==> src/rtl/execute_if.sv <==
`timescale 1ns/1ps
// execute_if: decode/writeback <-> execute stage bundle.
//   id_ex_*  : decoded instruction and register-file operands from decode
//   wb_ex_*  : writeback register bypass into execute
//   ex_id_*  : stall back to decode
//   ex_wb_*  : registered execute results toward writeback
// master = decode/writeback side, slave = execute stage.
interface execute_if #(
   parameter int DATA_W = 16
);
   logic              id_ex_valid;
   logic [4:0]        id_ex_op;
   logic [4:0]        id_ex_reg_idx_a;
   logic [4:0]        id_ex_reg_idx_b;
   logic              id_ex_b_is_reg;
   logic [4:0]        id_ex_reg_idx_dst;
   logic [DATA_W-1:0] id_ex_operand_a;
   logic [DATA_W-1:0] id_ex_operand_b;
   logic              wb_ex_has_bypass;
   logic [4:0]        wb_ex_bypass_reg;
   logic [DATA_W-1:0] wb_ex_bypass_value;
   logic              ex_id_stall;
   logic              ex_wb_valid;
   logic [4:0]        ex_wb_op;
   logic [DATA_W-1:0] ex_wb_result;
   logic [3:0]        ex_wb_nzcv;
   logic [4:0]        ex_wb_reg_idx_dst;
   logic [DATA_W-1:0] ex_wb_operand_b;

   modport master (
      output id_ex_valid, id_ex_op, id_ex_reg_idx_a, id_ex_reg_idx_b, id_ex_b_is_reg,
             id_ex_reg_idx_dst, id_ex_operand_a, id_ex_operand_b,
             wb_ex_has_bypass, wb_ex_bypass_reg, wb_ex_bypass_value,
      input  ex_id_stall, ex_wb_valid, ex_wb_op, ex_wb_result, ex_wb_nzcv,
             ex_wb_reg_idx_dst, ex_wb_operand_b
   );

   modport slave (
      input  id_ex_valid, id_ex_op, id_ex_reg_idx_a, id_ex_reg_idx_b, id_ex_b_is_reg,
             id_ex_reg_idx_dst, id_ex_operand_a, id_ex_operand_b,
             wb_ex_has_bypass, wb_ex_bypass_reg, wb_ex_bypass_value,
      output ex_id_stall, ex_wb_valid, ex_wb_op, ex_wb_result, ex_wb_nzcv,
             ex_wb_reg_idx_dst, ex_wb_operand_b
   );
endinterface

==> src/rtl/execute.sv <==
`timescale 1ns/1ps
// execute: execute stage of the 16-bit HybridCore pipeline.
// Forwards operands (EX result first, then WB bypass), computes the ALU
// result and NZCV flags, holds the flags register and runs a 16-cycle
// shift-add multiplier that stalls decode while busy.
// Ports:
//   clk   : rising-edge clock
//   reset : asynchronous active-high reset
//   bus   : execute_if.slave (id_ex_* in, wb_ex_* in, ex_id_stall out, ex_wb_* out)
module execute #(
   parameter int DATA_W     = 16,
   parameter int MUL_CYCLES = 16
) (
   input logic      clk,
   input logic      reset,
   execute_if.slave bus
);
   localparam int CNT_W = $clog2(MUL_CYCLES);

   localparam logic [4:0] OP_ADD = 5'b00000, OP_ADC = 5'b00001, OP_SUB = 5'b00010,
                          OP_SBC = 5'b00011, OP_AND = 5'b00100, OP_OR  = 5'b00101,
                          OP_XOR = 5'b00110, OP_NOT = 5'b00111, OP_LSL = 5'b01000,
                          OP_LSR = 5'b01001, OP_ASR = 5'b01010, OP_ROR = 5'b01011,
                          OP_MUL = 5'b01100, OP_INC = 5'b01101, OP_DEC = 5'b01110,
                          OP_CMP = 5'b01111, OP_MOV = 5'b10000, OP_NOP = 5'b10001,
                          OP_LD  = 5'b10010, OP_STR = 5'b10011, OP_MSR = 5'b10100,
                          OP_MRS = 5'b10101, OP_PSH = 5'b10110, OP_POP = 5'b10111;

   typedef enum logic {S_IDLE, S_MUL} state_t;

   function automatic logic writes_reg(input logic [4:0] op);
      return (op <= OP_DEC) || (op == OP_MOV) || (op == OP_LD) ||
             (op == OP_MSR) || (op == OP_MRS) || (op == OP_POP);
   endfunction

   // N and Z from the result; C and V supplied by the caller.
   function automatic logic [3:0] mk_flags(input logic [DATA_W-1:0] r, input logic c,
                                            input logic v);
      return {r[DATA_W-1], (r == '0), c, v};
   endfunction

   state_t            state, state_nxt;
   logic [3:0]        flags;
   logic              accept, stall;
   logic [DATA_W-1:0] fwd_a_p0, fwd_b_p0;
   logic              ex_fwd_ok;

   logic [DATA_W-1:0] addend;
   logic              cin, add_v;
   logic [DATA_W:0]   sum;
   logic [3:0]        sh_amt;
   logic [DATA_W:0]   shl_ext, shr_ext;
   logic signed [DATA_W:0] asr_ext;
   logic [DATA_W-1:0] ror_res;
   logic              sh_c;
   logic [DATA_W-1:0] alu_res;
   logic [3:0]        alu_flags;

   logic [CNT_W-1:0]  mul_cnt_p1;
   logic [DATA_W-1:0] mul_a_p1, mul_b_p1, mul_acc_p1, mul_acc_nxt;
   logic [4:0]        mul_dst_p1;
   logic              mul_last;

   // Operand forwarding: EX output beats the WB bypass, which beats the regfile.
   assign ex_fwd_ok = bus.ex_wb_valid && writes_reg(bus.ex_wb_op);

   always_comb begin
      fwd_a_p0 = bus.id_ex_operand_a;
      if (ex_fwd_ok && (bus.ex_wb_reg_idx_dst == bus.id_ex_reg_idx_a))
         fwd_a_p0 = bus.ex_wb_result;
      else if (bus.wb_ex_has_bypass && (bus.wb_ex_bypass_reg == bus.id_ex_reg_idx_a))
         fwd_a_p0 = bus.wb_ex_bypass_value;
      fwd_b_p0 = bus.id_ex_operand_b;
      if (bus.id_ex_b_is_reg) begin
         if (ex_fwd_ok && (bus.ex_wb_reg_idx_dst == bus.id_ex_reg_idx_b))
            fwd_b_p0 = bus.ex_wb_result;
         else if (bus.wb_ex_has_bypass && (bus.wb_ex_bypass_reg == bus.id_ex_reg_idx_b))
            fwd_b_p0 = bus.wb_ex_bypass_value;
      end
   end

   // One shared 17-bit adder; subtraction-type ops add ~B + 1 (or + C),
   // so the carry out is already NOT borrow.
   always_comb begin
      addend = fwd_b_p0;
      cin    = 1'b0;
      case (bus.id_ex_op)
         OP_ADC:         cin = flags[1];
         OP_SUB, OP_CMP: begin addend = ~fwd_b_p0; cin = 1'b1;     end
         OP_SBC:         begin addend = ~fwd_b_p0; cin = flags[1]; end
         OP_INC:         begin addend = '0;        cin = 1'b1;     end
         OP_DEC:         begin addend = '1;        cin = 1'b0;     end
         default: ;
      endcase
      sum   = {1'b0, fwd_a_p0} + {1'b0, addend} + {{DATA_W{1'b0}}, cin};
      add_v = (fwd_a_p0[DATA_W-1] == addend[DATA_W-1]) &&
              (sum[DATA_W-1] != fwd_a_p0[DATA_W-1]);
   end

   // Shifters carry one extra bit to capture the last bit shifted out.
   assign sh_amt  = fwd_b_p0[3:0];
   assign shl_ext = {1'b0, fwd_a_p0} << sh_amt;
   assign shr_ext = {fwd_a_p0, 1'b0} >> sh_amt;
   assign asr_ext = $signed({fwd_a_p0, 1'b0}) >>> sh_amt;
   assign ror_res = DATA_W'({fwd_a_p0, fwd_a_p0} >> sh_amt);

   always_comb begin
      alu_res   = '0;
      alu_flags = flags;
      sh_c      = flags[1];
      case (bus.id_ex_op)
         OP_ADD, OP_ADC, OP_SUB, OP_SBC, OP_CMP, OP_INC, OP_DEC: begin
            alu_res   = sum[DATA_W-1:0];
            alu_flags = mk_flags(alu_res, sum[DATA_W], add_v);
         end
         OP_AND: begin alu_res = fwd_a_p0 & fwd_b_p0; alu_flags = mk_flags(alu_res, flags[1], flags[0]); end
         OP_OR:  begin alu_res = fwd_a_p0 | fwd_b_p0; alu_flags = mk_flags(alu_res, flags[1], flags[0]); end
         OP_XOR: begin alu_res = fwd_a_p0 ^ fwd_b_p0; alu_flags = mk_flags(alu_res, flags[1], flags[0]); end
         OP_NOT: begin alu_res = ~fwd_a_p0;           alu_flags = mk_flags(alu_res, flags[1], flags[0]); end
         OP_LSL, OP_LSR, OP_ASR, OP_ROR: begin
            case (bus.id_ex_op)
               OP_LSL:  begin alu_res = shl_ext[DATA_W-1:0]; sh_c = shl_ext[DATA_W]; end
               OP_LSR:  begin alu_res = shr_ext[DATA_W:1];   sh_c = shr_ext[0];      end
               OP_ASR:  begin alu_res = asr_ext[DATA_W:1];   sh_c = asr_ext[0];      end
               default: begin alu_res = ror_res;             sh_c = shr_ext[0];      end
            endcase
            if (sh_amt == 4'd0) sh_c = flags[1];
            alu_flags = mk_flags(alu_res, sh_c, flags[0]);
         end
         OP_MOV:                         alu_res = fwd_b_p0;
         OP_LD, OP_STR, OP_PSH, OP_POP:  alu_res = fwd_a_p0;
         OP_MSR: begin alu_res = fwd_a_p0; alu_flags = fwd_a_p0[3:0]; end
         OP_MRS:                         alu_res = {{(DATA_W-4){1'b0}}, flags};
         default: ;
      endcase
   end

   // Shift-add multiplier step: add A << count when B[count] is set.
   assign mul_acc_nxt = mul_acc_p1 + (mul_b_p1[mul_cnt_p1] ? (mul_a_p1 << mul_cnt_p1) : '0);
   assign mul_last    = (mul_cnt_p1 == CNT_W'(MUL_CYCLES - 1));

   always_comb begin
      state_nxt = state;
      accept    = 1'b0;
      stall     = 1'b0;
      case (state)
         S_IDLE: begin
            if (bus.id_ex_valid) begin
               accept = 1'b1;
               if (bus.id_ex_op == OP_MUL) state_nxt = S_MUL;
            end
         end
         S_MUL: begin
            stall = 1'b1;
            if (mul_last) state_nxt = S_IDLE;
         end
         default: state_nxt = S_IDLE;
      endcase
   end

   assign bus.ex_id_stall = stall;

   // p0 -> EX/WB registers, flags and FSM state
   always_ff @(posedge clk or posedge reset) begin
      if (reset) begin
         state                 <= S_IDLE;
         flags                 <= 4'b0000;
         mul_cnt_p1            <= '0;
         bus.ex_wb_valid       <= 1'b0;
         bus.ex_wb_op          <= OP_NOP;
         bus.ex_wb_result      <= '0;
         bus.ex_wb_nzcv        <= 4'b0000;
         bus.ex_wb_reg_idx_dst <= '0;
         bus.ex_wb_operand_b   <= '0;
      end else begin
         state           <= state_nxt;
         bus.ex_wb_valid <= 1'b0;
         bus.ex_wb_op    <= OP_NOP;
         if (accept && (bus.id_ex_op == OP_MUL)) begin
            mul_cnt_p1 <= '0;
         end else if (accept) begin
            bus.ex_wb_valid       <= 1'b1;
            bus.ex_wb_op          <= bus.id_ex_op;
            bus.ex_wb_result      <= alu_res;
            bus.ex_wb_nzcv        <= alu_flags;
            bus.ex_wb_reg_idx_dst <= bus.id_ex_reg_idx_dst;
            bus.ex_wb_operand_b   <= fwd_b_p0;
            flags                 <= alu_flags;
         end else if (state == S_MUL) begin
            mul_cnt_p1 <= mul_cnt_p1 + 1'b1;
            if (mul_last) begin
               bus.ex_wb_valid       <= 1'b1;
               bus.ex_wb_op          <= OP_MUL;
               bus.ex_wb_result      <= mul_acc_nxt;
               bus.ex_wb_nzcv        <= mk_flags(mul_acc_nxt, flags[1], flags[0]);
               bus.ex_wb_reg_idx_dst <= mul_dst_p1;
               bus.ex_wb_operand_b   <= mul_b_p1;
               flags                 <= mk_flags(mul_acc_nxt, flags[1], flags[0]);
            end
         end
      end
   end

   // p0 -> p1 multiplier operands and accumulator
   always_ff @(posedge clk) begin
      if (accept && (bus.id_ex_op == OP_MUL)) begin
         mul_a_p1   <= fwd_a_p0;
         mul_b_p1   <= fwd_b_p0;
         mul_dst_p1 <= bus.id_ex_reg_idx_dst;
         mul_acc_p1 <= '0;
      end else if (state == S_MUL) begin
         mul_acc_p1 <= mul_acc_nxt;
      end
   end
endmodule

==> src/flat_wrapper.sv <==
// flat-port wrapper written by rule: the top's interface ports become plain ports
module execute_flat 
#(
   parameter int DATA_W     = 16,
   parameter int MUL_CYCLES = 16
)
  (clk, reset, bus_id_ex_valid, bus_id_ex_op, bus_id_ex_reg_idx_a, bus_id_ex_reg_idx_b, bus_id_ex_b_is_reg, bus_id_ex_reg_idx_dst, bus_id_ex_operand_a, bus_id_ex_operand_b, bus_wb_ex_has_bypass, bus_wb_ex_bypass_reg, bus_wb_ex_bypass_value, bus_ex_id_stall, bus_ex_wb_valid, bus_ex_wb_op, bus_ex_wb_result, bus_ex_wb_nzcv, bus_ex_wb_reg_idx_dst, bus_ex_wb_operand_b);
  execute_if #(.DATA_W(DATA_W)) bus_i ();
  input logic clk;
  input logic reset;
  input wire logic [$bits(bus_i.id_ex_valid)-1:0] bus_id_ex_valid;
  input wire logic [$bits(bus_i.id_ex_op)-1:0] bus_id_ex_op;
  input wire logic [$bits(bus_i.id_ex_reg_idx_a)-1:0] bus_id_ex_reg_idx_a;
  input wire logic [$bits(bus_i.id_ex_reg_idx_b)-1:0] bus_id_ex_reg_idx_b;
  input wire logic [$bits(bus_i.id_ex_b_is_reg)-1:0] bus_id_ex_b_is_reg;
  input wire logic [$bits(bus_i.id_ex_reg_idx_dst)-1:0] bus_id_ex_reg_idx_dst;
  input wire logic [$bits(bus_i.id_ex_operand_a)-1:0] bus_id_ex_operand_a;
  input wire logic [$bits(bus_i.id_ex_operand_b)-1:0] bus_id_ex_operand_b;
  input wire logic [$bits(bus_i.wb_ex_has_bypass)-1:0] bus_wb_ex_has_bypass;
  input wire logic [$bits(bus_i.wb_ex_bypass_reg)-1:0] bus_wb_ex_bypass_reg;
  input wire logic [$bits(bus_i.wb_ex_bypass_value)-1:0] bus_wb_ex_bypass_value;
  output wire logic [$bits(bus_i.ex_id_stall)-1:0] bus_ex_id_stall;
  output wire logic [$bits(bus_i.ex_wb_valid)-1:0] bus_ex_wb_valid;
  output wire logic [$bits(bus_i.ex_wb_op)-1:0] bus_ex_wb_op;
  output wire logic [$bits(bus_i.ex_wb_result)-1:0] bus_ex_wb_result;
  output wire logic [$bits(bus_i.ex_wb_nzcv)-1:0] bus_ex_wb_nzcv;
  output wire logic [$bits(bus_i.ex_wb_reg_idx_dst)-1:0] bus_ex_wb_reg_idx_dst;
  output wire logic [$bits(bus_i.ex_wb_operand_b)-1:0] bus_ex_wb_operand_b;
  assign bus_i.id_ex_valid = bus_id_ex_valid;
  assign bus_i.id_ex_op = bus_id_ex_op;
  assign bus_i.id_ex_reg_idx_a = bus_id_ex_reg_idx_a;
  assign bus_i.id_ex_reg_idx_b = bus_id_ex_reg_idx_b;
  assign bus_i.id_ex_b_is_reg = bus_id_ex_b_is_reg;
  assign bus_i.id_ex_reg_idx_dst = bus_id_ex_reg_idx_dst;
  assign bus_i.id_ex_operand_a = bus_id_ex_operand_a;
  assign bus_i.id_ex_operand_b = bus_id_ex_operand_b;
  assign bus_i.wb_ex_has_bypass = bus_wb_ex_has_bypass;
  assign bus_i.wb_ex_bypass_reg = bus_wb_ex_bypass_reg;
  assign bus_i.wb_ex_bypass_value = bus_wb_ex_bypass_value;
  assign bus_ex_id_stall = bus_i.ex_id_stall;
  assign bus_ex_wb_valid = bus_i.ex_wb_valid;
  assign bus_ex_wb_op = bus_i.ex_wb_op;
  assign bus_ex_wb_result = bus_i.ex_wb_result;
  assign bus_ex_wb_nzcv = bus_i.ex_wb_nzcv;
  assign bus_ex_wb_reg_idx_dst = bus_i.ex_wb_reg_idx_dst;
  assign bus_ex_wb_operand_b = bus_i.ex_wb_operand_b;
  execute #(.DATA_W(DATA_W), .MUL_CYCLES(MUL_CYCLES)) u_core (.clk(clk), .reset(reset), .bus(bus_i));
endmodule
==> config.mk <==
export PLATFORM = sky130hd
export DESIGN_NAME = execute_flat
export DESIGN_NICKNAME = d
export VERILOG_FILES = /design/src/rtl/execute_if.sv /design/src/rtl/execute.sv /design/src/flat_wrapper.sv
export SDC_FILE = /design/constraint.sdc
export NUM_CORES = 1
export LEC_CHECK = 0
export BUFFER_PORTS_ARGS = -buffer_cell sky130_fd_sc_hd__buf_2
export CAP_MARGIN = 20
export CORE_MARGIN = 2
export CORE_UTILIZATION = 35
export DETAILED_ROUTE_END_ITERATION = 8
export GPL_ROUTABILITY_DRIVEN = 1
export HOLD_SLACK_MARGIN = 0.03
export PLACE_DENSITY_LB_ADDON = 0.08
export SETUP_SLACK_MARGIN = 0.5
export SYNTH_ARGS = -nofsm -noshare
export SYNTH_HDL_FRONTEND = slang
export SYNTH_SLANG_ARGS = --single-unit
==> constraint.sdc <==
create_clock -name clk -period 7.2 [get_ports clk]
set_clock_uncertainty 0.1 [all_clocks]
set_input_delay 0 -clock clk [delete_from_list [all_inputs] [get_ports clk]]
set_output_delay 0 -clock clk [all_outputs]
set_load 0.02 [all_outputs]
# ---- Yosys cells after proc, flatten, opt, wreduce, memory -nomap -nowiden
# Index checks and enable logic that the tools add are counted.
dict set report word_totals {
  register_bits 109
  input_bits 78
  elab_cells 149
}
dict set report classes {
  add_sub_neg 4
  n_lt_le_gt_ge 2
  eq_ne 35
  shift 5
  mux 49
  n_bitwise 7
  reduce_logical 33
}
# op n
set ops {}
lappend ops {{$mux W16} 13}
lappend ops {{$pmux W16 S9} 1}
lappend ops {{$logic_not A16 Y1} 7}
lappend ops {{$pmux W16 S3} 2}
lappend ops {{$eq A5 B5 Y1 const B} 12}
lappend ops {{$eq A5 B4 Y1 const B} 8}
lappend ops {{$mux W4} 9}
lappend ops {{$mux W5} 7}
lappend ops {{$not A16 Y16} 2}
lappend ops {{$shr A32 B4 Y16} 1}
lappend ops {{$pmux W4 S7} 1}
lappend ops {{$eq A5 B3 Y1 const B} 4}
lappend ops {{$eq A5 B5 Y1} 4}
lappend ops {{$add A16 B16 Y17} 1}
lappend ops {{$add A17 B1 Y17} 1}
lappend ops {{$shl A16 B4 Y17} 1}
lappend ops {{$shr A17 B4 Y17} 1}
lappend ops {{$sshr A17 B4 Y17} 1}
lappend ops {{$add A16 B16 Y16} 1}
lappend ops {{$and A16 B16 Y16} 1}
lappend ops {{$or A16 B16 Y16} 1}
lappend ops {{$shl A16 B4 Y16} 1}
lappend ops {{$xor A16 B16 Y16} 1}
lappend ops {{$mux W1} 12}
lappend ops {{other kinds (24)} 42}

# ---- Longest topological paths before layout
dict set report depth {
  word_depth 18
  mapped_depth 25
  ltp_nobuf 23
}

# ---- Least setup slack after synthesis
# Ideal clock, no wire load.
dict set report synth_timing {
  path_type {reg2reg}
  start {reg u_core.bus.ex_wb_op[0]}
  end {reg (tool-made name)}
  setup_time_ns 0.078
  arrival_ns 5.311
  required_ns 7.022
  path_slack_ns 1.711
  path_stages_with_launch 25
  period_less_slack_ns 5.489
  path_cell_list {dfstp_2 > and3b_1 > o21ai_2 > nand3_4 > o2111a_1 > a211oi_2 > inv_1 > buf_2 > clkbuf_1 > nor2_1 > o22ai_1 > fa_1 > fa_1 > nor2b_1 > o21ai_0 > a21boi_0 > o21ai_0 > a21boi_0 > o2111ai_1 > a31oi_1 > xor2_1 > or4_1 > nor4_1 > a211oi_1 > a21oi_1}
}
# item line
set synth_lines {}
lappend synth_lines {{start: declaration} execute_if.sv:42} ;# output ex_id_stall, ex_wb_valid, ex_wb_op, ex_wb_result, ex_wb_nzcv,
lappend synth_lines {{start signal: assignment} execute.sv:183} ;# bus.ex_wb_op <= bus.id_ex_op;

==> qor.csv <==
metric,value,unit
grt.total_usage,0.2956,
timing.hold.worst.class,primary input to flop,
antenna_violations_before_repair,0,
drt_first_iter_violations,1394,
crit_family,compound AO/OA/AOI/OAI gates,
critPathKind,flop to flop,
drt-total-wl,53130,µm
yosys_warnings,0,
grt_ovf,0,
final_layout_size_suffix_gt1_frac,0.1666,
timing.critical_path.buf_inv,2,
grt_pass1_wl,78160,µm
clock_power_share,0.131,
gp_congestion,1.008,
synth_enable_flop_cells,37,
report.final.hold_viol_count,0,
final_net_count,1719,
worstPathRequired,7380,ps
viasPerCell,6.122,
number_of_buffers_inserted_by_port_buffering,125,
power.switching,2.171,mW
cts.sink_count,107,
critical_path.reg2reg.startpoint,u_core.bus.ex_wb_op[0],
finalSetupViolations,0,
post_synth_inst_count,1485,
timing.critical_path.cells,and3b_1 -> o21ai_2 -> and3_1 -> nand2_1 -> buf_4 -> a211oi_4 -> inv_1 -> nor2_1 -> o22ai_1 -> fa_1 -> fa_1 -> nor2b_1 -> o21ai_0 -> a21boi_0 -> o21ai_0 -> a21boi_0 -> o2111ai_1 -> a31oi_1 -> xor2_1 -> or4_1 -> nor4_1 -> a211oi_1 -> a21oi_1,
unrepaired_setup_endpoints_after_global_routing,false,
final_critical_path_share_of_the_clock_period,0.8316,
cts.repair_timing.setup_buffer_count,0,
cts_hold_repair.buffers,11,
critical_path_arrival,6170,ps
worst-r2r-setup-slack,1210,ps
end_kind,flop,
number_of_instances_on_the_worst_hold_path,4,
p_leak,5.436,nW
fill_cells,3431,
fp.coreArea,32700,µm²
dp_hpwl,40820,µm
syn-num-nets,1630,
route.antenna.remaining_nets,0,
total_power,4.212,mW
power.sequential.fraction,0.255,
rr_worst_depth,23,
critical_path.slowest_cell,sky130_fd_sc_hd__dfstp_2,
clockRootBuffer,sky130_fd_sc_hd__clkbuf_16,
min_delay_worst_endpoint,u_core.mul_b_p1[5],
synth.avg_cell_area,7.872,µm²
tns,0,ps
critPathMaxFanout,10,
p_comb_frac,0.614,
num_antenna_cells,0,
fmax,167.0,MHz
status,"finished, final reports clean",
post_synthesis_async_set_or_reset_flop_share,0.5047,
max-vdd-ir-drop,0.1748,mV
power_report.internal_total,2.041,mW
cts.reportedPaths.clkPinSlew,80,ps
grt_pass1_vias,11690,
final_cell_mix,"sky130_fd_sc_hd__nor2_1, sky130_fd_sc_hd__nand2_1, sky130_fd_sc_hd__buf_2",
route.detailed.wl_per_inst,26.29,µm
final-seq-area,2785,µm²
floorplan.die_area,34880,µm²
footprint_of_the_multi_input_gates,8189,µm²
cts_tree,done,
launch_instance_of_the_worst_min_delay_path,bus_id_ex_operand_b[5],
area.growth.synth_to_final,13.30,%
cts.repair.resized,0,
drc,0,
fp-row-count,66,
report.final.slew_viol_count,0,
period_needed,5987,ps
most_common_cell_after_layout_fill_and_taps_aside,sky130_fd_sc_hd__nor2_1,
critical_path.startpoint_type,flop,
synth-seq-cells,107,
cts_buffers,9,
drt-pass1-iter-count,5,
synth_unique_cells,92,
worst-slew-pin-transition,1128,ps
maxCapViolCount,0,
p_sw_frac,0.5155,
power.density,318.0,nW/µm²
pin_count_of_the_biggest_net_entering_global_routing,63,
htreeDepth,3,
synth_ff_type,sky130_fd_sc_hd__dfrtp_1,
floorplan.initialDensity,0.3575,
syn-cell-area,11690,µm²
die_h,186.8,µm
die_width,186.8,µm
num_vias,12370,
remaining_max_slew_budget_at_the_tightest_pin,0.2285,
clock_latency,360,ps
worst_path_largest_cell_delay,560,ps
seq_area_frac_synth,0.2383,
boundaryPins,126,
clockBufferDepth,2,
-- layout make-up --
| type | instances | area share |
|---|---|---|
| inverters | 77 | 0.02182 |
| flip-flops and latches | 107 | 0.2103 |
| clock buffers | 12 | 0.02116 |
| clock inverters | 4 | 0.003590 |
| multi-input cells | 1194 | 0.6183 |
| well taps | 442 | 0.04175 |
| repair buffers | 185 | 0.08313 |
-- cells by family after synthesis --
kind of cell             share of synthesized area
AO/OA/AOI/OAI                               0.2517
XOR/XNOR                                   0.03746
adder cells (fa/ha/maj)                    0.07449
buffers and inverters                      0.06550
flip-flops                                  0.2383
multiplexers                                0.1462
AND/OR/NAND/NOR                             0.1863
-- per-layer routing --
layer | part of all wire | up-vias | global-route usage
met3 | 0.091 | 104 | 0.06432
li1 | - | 5675 | -
met4 | 0.038 | 0 | 0.1065
met2 | 0.42 | 709 | 0.4321
met1 | 0.45 | 5885 | 0.4253
met5 | 0 | - | 0
-- how the worst max path moves through the flow --
stage                                       from  endpoint  slack, ps  cells past startpoint
after global routing      u_core.bus.ex_wb_op[0]      flop        790                     23
after global placement    u_core.bus.ex_wb_op[0]      flop       1490                     23
after CTS                 u_core.bus.ex_wb_op[0]      flop       1300                     23
after floorplan           u_core.bus.ex_wb_op[0]      flop       1710                     24
final                     u_core.bus.ex_wb_op[0]      flop       1210                     23
after detailed placement  u_core.bus.ex_wb_op[0]      flop       1300                     23
-- Yosys cell counts (14+ instances only) --
| cell | number | area, µm² |
|---|---|---|
| sky130_fd_sc_hd__a211oi_1 | 26 | 195.2 |
| sky130_fd_sc_hd__a21oi_1 | 115 | 575.6 |
| sky130_fd_sc_hd__a22oi_1 | 14 | 105.1 |
| sky130_fd_sc_hd__a31oi_1 | 38 | 237.7 |
| sky130_fd_sc_hd__buf_2 | 21 | 105.1 |
| sky130_fd_sc_hd__clkbuf_1 | 67 | 251.5 |
| sky130_fd_sc_hd__dfrtp_1 | 52 | 1301 |
| sky130_fd_sc_hd__dfxtp_1 | 16 | 320.3 |
| sky130_fd_sc_hd__edfxtp_1 | 37 | 1111 |
| sky130_fd_sc_hd__ha_1 | 64 | 800.8 |
| sky130_fd_sc_hd__inv_1 | 73 | 274.0 |
| sky130_fd_sc_hd__mux2_2 | 24 | 270.3 |
| sky130_fd_sc_hd__mux2i_1 | 104 | 1041 |
| sky130_fd_sc_hd__nand2_1 | 143 | 536.8 |
| sky130_fd_sc_hd__nand3_1 | 27 | 135.1 |
| sky130_fd_sc_hd__nand4_1 | 14 | 87.58 |
| sky130_fd_sc_hd__nor2_1 | 187 | 701.9 |
| sky130_fd_sc_hd__nor3_1 | 34 | 170.2 |
| sky130_fd_sc_hd__nor4_1 | 16 | 100.1 |
| sky130_fd_sc_hd__o211ai_1 | 18 | 135.1 |
| sky130_fd_sc_hd__o21ai_0 | 63 | 315.3 |
| sky130_fd_sc_hd__o22ai_1 | 37 | 231.5 |
| sky130_fd_sc_hd__xnor2_1 | 36 | 315.3 |
| sky130_fd_sc_hd__xor2_1 | 14 | 122.6 |
-- state kept, by name (all words and copies together), names as in the netlist, named ones only --
| register | flops |
|---|---|
| u_core.bus.ex_wb_op | 5 |
| u_core.mul_b_p1 | 16 |
| u_core.bus.ex_wb_operand_b | 16 |
| u_core.mul_dst_p1 | 5 |
| u_core.bus.ex_wb_result | 16 |
| u_core.flags | 2 |
| u_core.mul_a_p1 | 16 |
| u_core.bus.ex_wb_nzcv | 2 |
| u_core.state | 1 |
| u_core.mul_acc_p1 | 16 |
| u_core.mul_cnt_p1 | 4 |
| u_core.bus.ex_wb_reg_idx_dst | 5 |
| u_core.bus.ex_wb_valid | 1 |
-- through the flow --
stage                     cells  worst slack [ps]  utilization  hold slack [ps]  area (µm²)
final                      2021              1213       0.4050            75.94       13250
after CTS                  2021              1295       0.4050            62.00       13250
after global routing       2021             794.6       0.4050            100.1       13250
after detailed placement   1994              1305       0.3916            99.53       12810
after global placement     1993              1488       0.3915            99.79       12800
after floorplan            1485              1711            -           -1.131       11690
-- power by group through the flow --
stage	registers (mW)	logic (mW)	clock network (mW)
final	1.07	2.59	0.552
after global placement	1.07	2.56	0
after CTS	1.07	2.57	0.561
after floorplan	1.11	1.66	0
after global routing	1.09	2.80	0.580
after detailed placement	1.08	2.55	0
-- worst min-delay path, cell delays in order --
cell and delay [ps]:
sky130_fd_sc_hd__buf_2 90, sky130_fd_sc_hd__nor2_1 40, sky130_fd_sc_hd__a21oi_1 120, sky130_fd_sc_hd__buf_4 170
(Power assumes the default switching activity.)
